File: src/rtl/zx_ps2_matrix.sv
`default_nettype none
// ============================================================================
//  Module   : zx_ps2_matrix
//  Purpose  : PS/2 set-2 scancode stream to ZX Spectrum 8x5 keyboard matrix,
//             read back through port FEh. Optional virtual cursor/backspace
//             keys are enabled by defining ZXKBD_EXTKEYS_EN.
//  Revision : 1.0 - initial release
// ============================================================================
module zx_ps2_matrix #(
   parameter int PAUSE_SKIP = 7
) (
   input  logic        CLOCK_50,
   input  logic        reset,
   input  logic        ps2_data_clk,
   input  logic [7:0]  ps2_data,
   input  logic [15:0] A,
   output logic [7:0]  D
);

   // Flat key vector: 0..39 matrix (row*5+bit), then shift/ctrl flags,
   // then virtual keys when enabled.
`ifdef ZXKBD_EXTKEYS_EN
   localparam int c_NK = 49;
`else
   localparam int c_NK = 44;
`endif
   localparam logic [5:0] c_LSHIFT = 6'd40;
   localparam logic [5:0] c_RSHIFT = 6'd41;
   localparam logic [5:0] c_LCTRL  = 6'd42;
   localparam logic [5:0] c_RCTRL  = 6'd43;
   localparam logic [7:0] c_SKIP_LOAD = 8'(PAUSE_SKIP);

   typedef enum logic [2:0] {
      ST_IDLE   = 3'd0,
      ST_EXT    = 3'd1,
      ST_BRK    = 3'd2,
      ST_EXTBRK = 3'd3,
      ST_SKIP   = 3'd4
   } state_t;

   state_t          r_state;
   logic [7:0]      r_skip;
   logic [c_NK-1:0] r_keys;

   logic            w_ext;
   logic [6:0]      w_map;
   logic            w_hit;
   logic [5:0]      w_idx;
   logic [4:0]      w_virt;
   logic            w_vcaps;
   logic [4:0]      w_row [8];
   logic [4:0]      w_or;
   logic            w_unused_addr;

   function automatic logic [6:0] map_normal(input logic [7:0] code);
      case (code)
         8'h1A: map_normal = {1'b1, 6'd1};
         8'h22: map_normal = {1'b1, 6'd2};
         8'h21: map_normal = {1'b1, 6'd3};
         8'h2A: map_normal = {1'b1, 6'd4};
         8'h1C: map_normal = {1'b1, 6'd5};
         8'h1B: map_normal = {1'b1, 6'd6};
         8'h23: map_normal = {1'b1, 6'd7};
         8'h2B: map_normal = {1'b1, 6'd8};
         8'h34: map_normal = {1'b1, 6'd9};
         8'h15: map_normal = {1'b1, 6'd10};
         8'h1D: map_normal = {1'b1, 6'd11};
         8'h24: map_normal = {1'b1, 6'd12};
         8'h2D: map_normal = {1'b1, 6'd13};
         8'h2C: map_normal = {1'b1, 6'd14};
         8'h16: map_normal = {1'b1, 6'd15};
         8'h1E: map_normal = {1'b1, 6'd16};
         8'h26: map_normal = {1'b1, 6'd17};
         8'h25: map_normal = {1'b1, 6'd18};
         8'h2E: map_normal = {1'b1, 6'd19};
         8'h45: map_normal = {1'b1, 6'd20};
         8'h46: map_normal = {1'b1, 6'd21};
         8'h3E: map_normal = {1'b1, 6'd22};
         8'h3D: map_normal = {1'b1, 6'd23};
         8'h36: map_normal = {1'b1, 6'd24};
         8'h4D: map_normal = {1'b1, 6'd25};
         8'h44: map_normal = {1'b1, 6'd26};
         8'h43: map_normal = {1'b1, 6'd27};
         8'h3C: map_normal = {1'b1, 6'd28};
         8'h35: map_normal = {1'b1, 6'd29};
         8'h5A: map_normal = {1'b1, 6'd30};
         8'h4B: map_normal = {1'b1, 6'd31};
         8'h42: map_normal = {1'b1, 6'd32};
         8'h3B: map_normal = {1'b1, 6'd33};
         8'h33: map_normal = {1'b1, 6'd34};
         8'h29: map_normal = {1'b1, 6'd35};
         8'h3A: map_normal = {1'b1, 6'd37};
         8'h31: map_normal = {1'b1, 6'd38};
         8'h32: map_normal = {1'b1, 6'd39};
         8'h12: map_normal = {1'b1, c_LSHIFT};
         8'h59: map_normal = {1'b1, c_RSHIFT};
         8'h14: map_normal = {1'b1, c_LCTRL};
`ifdef ZXKBD_EXTKEYS_EN
         8'h66: map_normal = {1'b1, 6'd44};
`endif
         default: map_normal = 7'd0;
      endcase
   endfunction

   // E0 12h (fake shift) is deliberately absent from the extended map.
   function automatic logic [6:0] map_ext(input logic [7:0] code);
      case (code)
         8'h14: map_ext = {1'b1, c_RCTRL};
`ifdef ZXKBD_EXTKEYS_EN
         8'h6B: map_ext = {1'b1, 6'd45};
         8'h72: map_ext = {1'b1, 6'd46};
         8'h75: map_ext = {1'b1, 6'd47};
         8'h74: map_ext = {1'b1, 6'd48};
`endif
         default: map_ext = 7'd0;
      endcase
   endfunction

   assign w_ext = (r_state == ST_EXT) || (r_state == ST_EXTBRK);
   assign w_map = w_ext ? map_ext(ps2_data) : map_normal(ps2_data);
   assign w_hit = w_map[6];
   assign w_idx = w_map[5:0];

   always_ff @(posedge CLOCK_50) begin
      if (reset) begin
         r_state <= ST_IDLE;
         r_skip  <= '0;
         r_keys  <= '0;
      end else if (ps2_data_clk) begin
         case (r_state)
            ST_IDLE: begin
               if (ps2_data == 8'hF0) begin
                  r_state <= ST_BRK;
               end else if (ps2_data == 8'hE0) begin
                  r_state <= ST_EXT;
               end else if (ps2_data == 8'hE1) begin
                  if (PAUSE_SKIP > 0) begin
                     r_state <= ST_SKIP;
                     r_skip  <= c_SKIP_LOAD;
                  end
               end else if (ps2_data == 8'hAA) begin
                  r_keys <= '0;
               end else if (w_hit) begin
                  r_keys[w_idx] <= 1'b1;
               end
            end
            ST_EXT: begin
               if (ps2_data == 8'hF0) begin
                  r_state <= ST_EXTBRK;
               end else begin
                  if (w_hit) r_keys[w_idx] <= 1'b1;
                  r_state <= ST_IDLE;
               end
            end
            ST_BRK, ST_EXTBRK: begin
               if (w_hit) r_keys[w_idx] <= 1'b0;
               r_state <= ST_IDLE;
            end
            ST_SKIP: begin
               r_skip <= r_skip - 8'd1;
               if (r_skip <= 8'd1) r_state <= ST_IDLE;
            end
            default: r_state <= ST_IDLE;
         endcase
      end
   end

`ifdef ZXKBD_EXTKEYS_EN
   assign w_virt = r_keys[48:44];
`else
   assign w_virt = 5'd0;
`endif
   assign w_vcaps = |w_virt;

   // Virtual keys act as CAPS SHIFT plus a digit: BS=0, left=5, down=6, up=7, right=8.
   always_comb begin
      for (int r = 0; r < 8; r++) w_row[r] = r_keys[r*5 +: 5];
      w_row[0][0] = r_keys[0] | r_keys[c_LSHIFT] | r_keys[c_RSHIFT] | w_vcaps;
      w_row[7][1] = r_keys[36] | r_keys[c_LCTRL] | r_keys[c_RCTRL];
      w_row[4][0] = r_keys[20] | w_virt[0];
      w_row[3][4] = r_keys[19] | w_virt[1];
      w_row[4][4] = r_keys[24] | w_virt[2];
      w_row[4][3] = r_keys[23] | w_virt[3];
      w_row[4][2] = r_keys[22] | w_virt[4];
   end

   always_comb begin
      w_or = 5'd0;
      for (int r = 0; r < 8; r++) begin
         if (!A[8+r]) w_or = w_or | w_row[r];
      end
   end

   assign D = {3'b111, ~w_or};
   assign w_unused_addr = ^A[7:0];

endmodule
`default_nettype wire

File: config.mk
export PLATFORM = sky130hd
export DESIGN_NAME = zx_ps2_matrix
export DESIGN_NICKNAME = d
export VERILOG_FILES = /design/src/rtl/zx_ps2_matrix.sv
export SDC_FILE = /design/constraint.sdc
export NUM_CORES = 1
export LEC_CHECK = 0
export BUFFER_PORTS_ARGS = -buffer_cell sky130_fd_sc_hd__buf_2
export CAP_MARGIN = 30
export CELL_PAD_IN_SITES_DETAIL_PLACEMENT = 0
export CELL_PAD_IN_SITES_GLOBAL_PLACEMENT = 2
export CORE_ASPECT_RATIO = 1.5
export CORE_MARGIN = 2
export CORE_UTILIZATION = 33
export DETAILED_ROUTE_END_ITERATION = 10
export PLACE_DENSITY_LB_ADDON = 0.1
export RECOVER_POWER = 50
export REMOVE_ABC_BUFFERS = 1
export SYNTH_ARGS = -nofsm -noshare
export SYNTH_HDL_FRONTEND = slang
export SYNTH_SLANG_ARGS = --single-unit
File: constraint.sdc
create_clock -name CLOCK_50 -period 2.35 [get_ports CLOCK_50]
set_input_delay 0.235 -clock CLOCK_50 [delete_from_list [all_inputs] [get_ports CLOCK_50]]
set_output_delay 0.235 -clock CLOCK_50 [all_outputs]
set_load 0.01 [all_outputs]
---- After elaboration in Yosys (flattened, before gate mapping) ----
Memories as Yosys holds them, arrays and structs flattened.
Cells that the tools add are included.
word-level totals
  bits in registers ....................... 55
  bits in read-only memories .............. 896
  bits of input ports ..................... 27
  output and inout bits ................... 8
  logic and storage cells ................. 80
  memories ................................ 1
memory list
  name              depth  width  rd ports  clocked after Yosys merged registers in  wr ports  line  source
  (name not given)  128    7      1         0                                        0         56    case (code)
operators by class
  $add $sub $neg .......................... 1
  magnitude comparators ................... 3
  equality and inequality tests ........... 17
  muxes and demuxes ....................... 31
  bitwise gates (word level) .............. 15
  reduce and logical (&&, ||, !) cells .... 9
operator list
  operator               count
  $mux W44               7
  $pmux W44 S3           1
  $and A44 B44 Y44       1
  $not A44 Y44           1
  $or A44 B44 Y44        1
  $mux W5                8
  $or A5 B5 Y5           7
  $eq A8 B8 Y1 const B   4
  $mux W8                3
  $mux W7                3
  $pmux W8 S2            1
  $ne A2 B2 Y1 const B   7
  $mux W3                4
  $pmux W3 S3            1
  $eq A8 B5 Y1 const B   1
  $le A8 B1 Y1 const B   1
  $sub A8 B1 Y8 const B  1
  $lt A6 B7 Y1 const B   1
  $reduce_and A7 Y1      1
  $demux W1 S6           1
  $eq A3 B2 Y1 const B   2
  $ge A6 B1 Y1 const B   1
  $not A5 Y5             1
  $reduce_and A5 Y1      1
  13 further kinds       16

---- Logic depth before layout (Yosys ltp) ----
  word-level depth ........................ 18
  gate-level depth with buffers ........... 11
  depth with buffers taken out ............ 9

---- Worst setup path after synthesis ----
Ideal clock, no wire load.
  path kind ............................... input to register
  from .................................... input ps2_data[1]
  to ...................................... register r_keys[14]
  library setup time ...................... 0.086 ns
  arrival time ............................ 2.477 ns
  data required time ...................... 2.264 ns
  setup slack ............................. -0.212 ns
  cell stages on the path ................. 9
  buffers on the path ..................... 1
  cells stage by stage .................... inv_2 ha_1 clkbuf_1 nor2b_1 o31a_1 o41ai_4 nor4b_2 a22oi_1 a211oi_1
between the ends
  word-level cells in the longest chain between the ends .. 14
  elaborated cells on any way between the ends .. 31
  classes of those cells .................. order compare (2); eq/ne (10); mux (13); bitwise (3); reduce/logical (2); memory (1)
ends and longest elaborated chain
  element                                                                    line           source
  start: declaration                                                         15             input logic [7:0] ps2_data,
  $mem_v2 Z128 W7 / $eq A8 B5 Y1 (equally long branches)                     --
  $mux W7, on equally long branches                                          56, 107
  $mux W7                                                                    120            assign w_map = w_ext ? map_ext(ps2_data) : map_normal(ps2_data);
  $lt A6 B7 Y1 (not written as such) / $ge A6 B1 Y1 (equally long branches)  144, 151, 156
  $logic_and A1 B1 Y1 (not written as such)                                  144, 151, 156
  $mux W1 (not written as such)                                              144, 151, 156
  $demux W1 S6                                                               144, 151, 156
  $or A44 B44 Y44 (no line)                                                  --
  $mux W44                                                                   143, 151
  $mux W44                                                                   141            end else if (ps2_data == 8'hAA) begin
  $mux W44                                                                   136            end else if (ps2_data == 8'hE1) begin
  $mux W44                                                                   134            end else if (ps2_data == 8'hE0) begin
  $mux W44                                                                   132            if (ps2_data == 8'hF0) begin
  $pmux W44 S3                                                               130            case (r_state)
  end signal: assignment                                                     128            r_keys <= '0;
  end signal: assignment                                                     142            r_keys <= '0;
  end signal: indexed assignment                                             144            r_keys[w_idx] <= 1'b1;
  end: declaration                                                           43             logic [c_NK-1:0] r_keys;
Several ways; a longest one is shown, not always the timed one. The select of a mux whose other input is x is not followed.
A chain may end at the register's enable or synchronous reset.

---- Final worst setup path ----
  from .................................... input ps2_data[5]
  to ...................................... register r_keys[39]
The elaborated chain is that of the path after synthesis.

==> impl.org <==
** Floorplan
- Floorplan core area :: 12,000 um^2
- Initial core utilization :: 33.9%
- I/O pins :: 35
- In this run the horizontal extent of the chip is 94.4 um.
- The die covers 13,200 um^2.
- In this run the core area contains 49 standard-cell rows.
- Height of the die :: 140 um

** Timing
- Measured against its own limit, the worst slew margin works out to 56.1%.
- Count of pins over their slew limit :: 0
- Number of setup violations in the final report :: 0
- Dividing the final minimum period by the clock period gives 96.7%.
- Max Clock Freq :: 440 MHz
- Total count of hold-check failures in the final report :: 0
- Setup repair after global routing could not meet its margin everywhere.
- Post-route clock skew :: 8.22 ps
- Crit path setup slack, layout :: 78.6 ps
- Transition time at the pin with the least slew margin :: 657 ps
- Setup total negative slack on the finished layout was measured at 0 ps.
- The clock period could shrink to 2270 ps.

** Clock tree
- Counting the buffers created by CTS gives 5.
- In this run the deepest clock path goes through 2 buffers.
- CTS H-tree depth :: 2
- Clock-pin slew was measured on the worst setup and hold paths at 80 ps.
- CTS Root Buffer Type :: clkbuf_16
- For this design, the CTS-stage hold fixing added 0 buffers.
- For this design, the sink count on the clock tree is 55.
- Clock insertion delay at the later pin of the skew report :: 300 ps
- TritonCTS built the clock tree.

** Setup path
- Maximum fanout along the worst path :: 6
- In this design, the largest share of critical-path delay is due to simple AND/OR/NAND/NOR gates.
- Worst-path cell chain :: buf_6 -> or4b_4 -> buf_4 -> nor3_4 -> a21oi_2 -> o311a_1 -> buf_4 -> nor4b_2 -> buf_4 -> a22oi_1 -> a211oi_1
- The most numerous cell type found on the critical path is buf_4.
- Data arrives at the worst endpoint at 2480 ps.
- The worst setup path is of the input pin to register kind.
- STA classifies the critical path endpoint as a register.
- The critical path contains buffers and inverters numbering 4 combined.
- STA puts the critical path data required time at 2560 ps.
- Slowest cell on the critical path :: or4b_4
- STA classifies the critical path startpoint as an input pin.
- Slowest cell delay on critical path :: 580 ps

** Run
- Max-cap violations :: 0

** Cells and area
- Nets :: 647
- Commonest non-fill, non-tap cell in the layout :: buf_4
- The area growth from synthesis to layout is 47.5%.
- Fraction of final layout cells sized beyond drive strength 1 :: 40.5%
- 0 antenna diodes ended up in the layout.
- Commonest cells after routing, fill and taps aside :: buf_4, dfxtp_1, inv_1
- Fraction of the core area covered by cells at the end of the flow :: 50.0%
- Filler-free cell count of the finished design :: 766
- Number of filler instances in the final layout :: 1,176
- Sequential cell area in the final layout :: 1100 um^2
- Summing all multi-input logic gate instances after layout gives 3060 um^2.

** Logic synthesis
- Yosys top cell by area :: dfxtp_1
- Sequential element share of the synthesized area :: 27.2%
- Commonest register cell after synthesis :: dfxtp_1
- Avg Inst Size Synth :: 8.35 um^2
- Yosys printed 0 warnings.
- Share of Yosys cell area claimed by the top area cell type :: 27.2%
- Synthesized cell area :: 4050 um^2
- The cell count after synthesis came out at 485.
- In this run, synthesis produced a sequential element count of 55.
- Number of flops mapped to enable cells by yosys :: 0
- After synthesis, the cell types taking the most area are dfxtp_1, a211oi_1, a22oi_1.
- For this run, asynchronously set or reset flops after synthesis account for 0%.
- The synthesized netlist contains 81 unique library cells.

** Global route
- Via count of the first global-routing pass :: 4,341
- Global routing used 22.5% of the available tracks across all layers.
- The number of antenna violations at the first check in global routing was 0.
- Overflow left after global routing :: 0
- The first global-routing pass estimated 23,200 um of wire.
- Pin count of the biggest net entering global routing :: 45

** Power and ir drop
- Largest vdd supply drop :: 271 uV
- PwrDens :: 381 nW/um^2
- The design draws 2.28 mW.
- Static Leak :: 2.13 nW

** Detailed routing
- The routed design has 14,700 um of wire.
- Using the TritonRoute via totals, the vias-per-cell ratio works out to 5.66.
- DRT antenna net count :: 0
- The pre-antenna-repair detailed-routing pass consisted of 6 iterations.
- Via count :: 4,339
- Post-detailed-route wirelength per cell :: 19.2 um
- Number of design-rule violations left by the first detailed-router iteration :: 138
- Residual DRC count :: 0

** Place
- Placed wire-length estimate after detailed placement :: 11,400 um
- Routability-driven placement finished with a final weighted congestion of 0.902.
- Number of input and output port buffers inserted :: 23
- Worst setup timing slack at the placement stage :: -639 ps
- The number of placed instances, taps included, is 749.

** Status
- Status :: completed

** Worst hold path
- The worst hold path belongs to the class input pin to register.
==> stage by stage <==
step / instance area, um^2 / hold WS (ps)
3_5_place_dp: 5230 / 487
6_report: 5970 / 224
5_1_grt: 5970 / 245
4_1_cts: 5580 / 221
3_3_place_gp: 5230 / 474
2_1_floorplan: 3900 / 304
==> logic make-up (layout without fill, tap and decap cells) <==
family                   count (synthesis)  in the layout  synth area share (%)
XOR/XNOR                                 5              5                  1.08
adder cells (fa/ha/maj)                  8              8                  2.47
buffers and inverters                   77            203                  8.03
flip-flops                              55             55                  27.2
AO/OA/AOI/OAI                          179            179                  33.0
AND/OR/NAND/NOR                        155            155                  26.5
other                                    1              3                0.0926
multiplexers                             5              5                  1.64
==> sequential cells by signal, summed over array words and instances (netlist names) <==
signal / count
r_keys: 44
r_skip: 8
r_state: 3
==> routing by layer <==
layer,GRT usage [%],wire [um]
met1,23.9,5510
met2,44.1,8230
met3,2.17,384
met4,8.70,551
met5,0,0
==> area by class of cell <==
type / count / area share, %
multi-input cells: 355 / 51.2
inverters: 45 / 3.08
well taps: 153 / 3.21
clock buffers: 5 / 2.10
flip-flops and latches: 55 / 18.4
clock inverters: 3 / 0.461
repair buffers: 150 / 21.5
==> power breakdown <==
group | leakage (nW) | internal, mW | total [mW] | switching [mW]
Sequential | 0.443 | 0.933 | 0.935 | 0.00161
Combinational | 1.62 | 0.249 | 0.550 | 0.301
Clock | 0.0719 | 0.406 | 0.791 | 0.386
==> cell usage after synthesis (3+ instances only) <==
cell,n
nor2b_1,11
and2_1,4
a2111oi_0,3
nand2_1,20
or4_1,3
nor3_1,9
a31oi_1,5
nor3b_1,6
nor4_4,7
nand2b_1,12
nor2_1,31
or2_2,4
nand3_1,3
o21ai_0,9
a22oi_1,40
ha_1,8
a32oi_1,4
nor3_4,3
xnor2_1,3
mux2_1,3
o22ai_1,18
or3_1,4
a21o_1,3
a21oi_1,15
buf_4,5
inv_1,43
clkbuf_1,17
o21ai_1,3
nor4_1,11
a211oi_1,48
buf_2,8
dfxtp_1,55
==> worst paths after layout <==
check	startpoint	endpoint	slack, ps	cells past startpoint
worst max-delay path	ps2_data[5]	r_keys[39]	80	11
worst min-delay path	reset	r_state[2]	220	2
worst max register to register	r_state[0]	r_keys[17]	90	11
worst min register to register	r_keys[36]	r_keys[36]	500	1
==> what timing repair did <==
item                                   CTS  global route
setup buffers                            5             3
endpoints found under the hold margin    0             0
setup endpoints to repair               43            43
pin swaps                               30            41
resized for setup                       34            80
cloned                                   0             1
No activity file was read; power rests on OpenSTA's default activity.
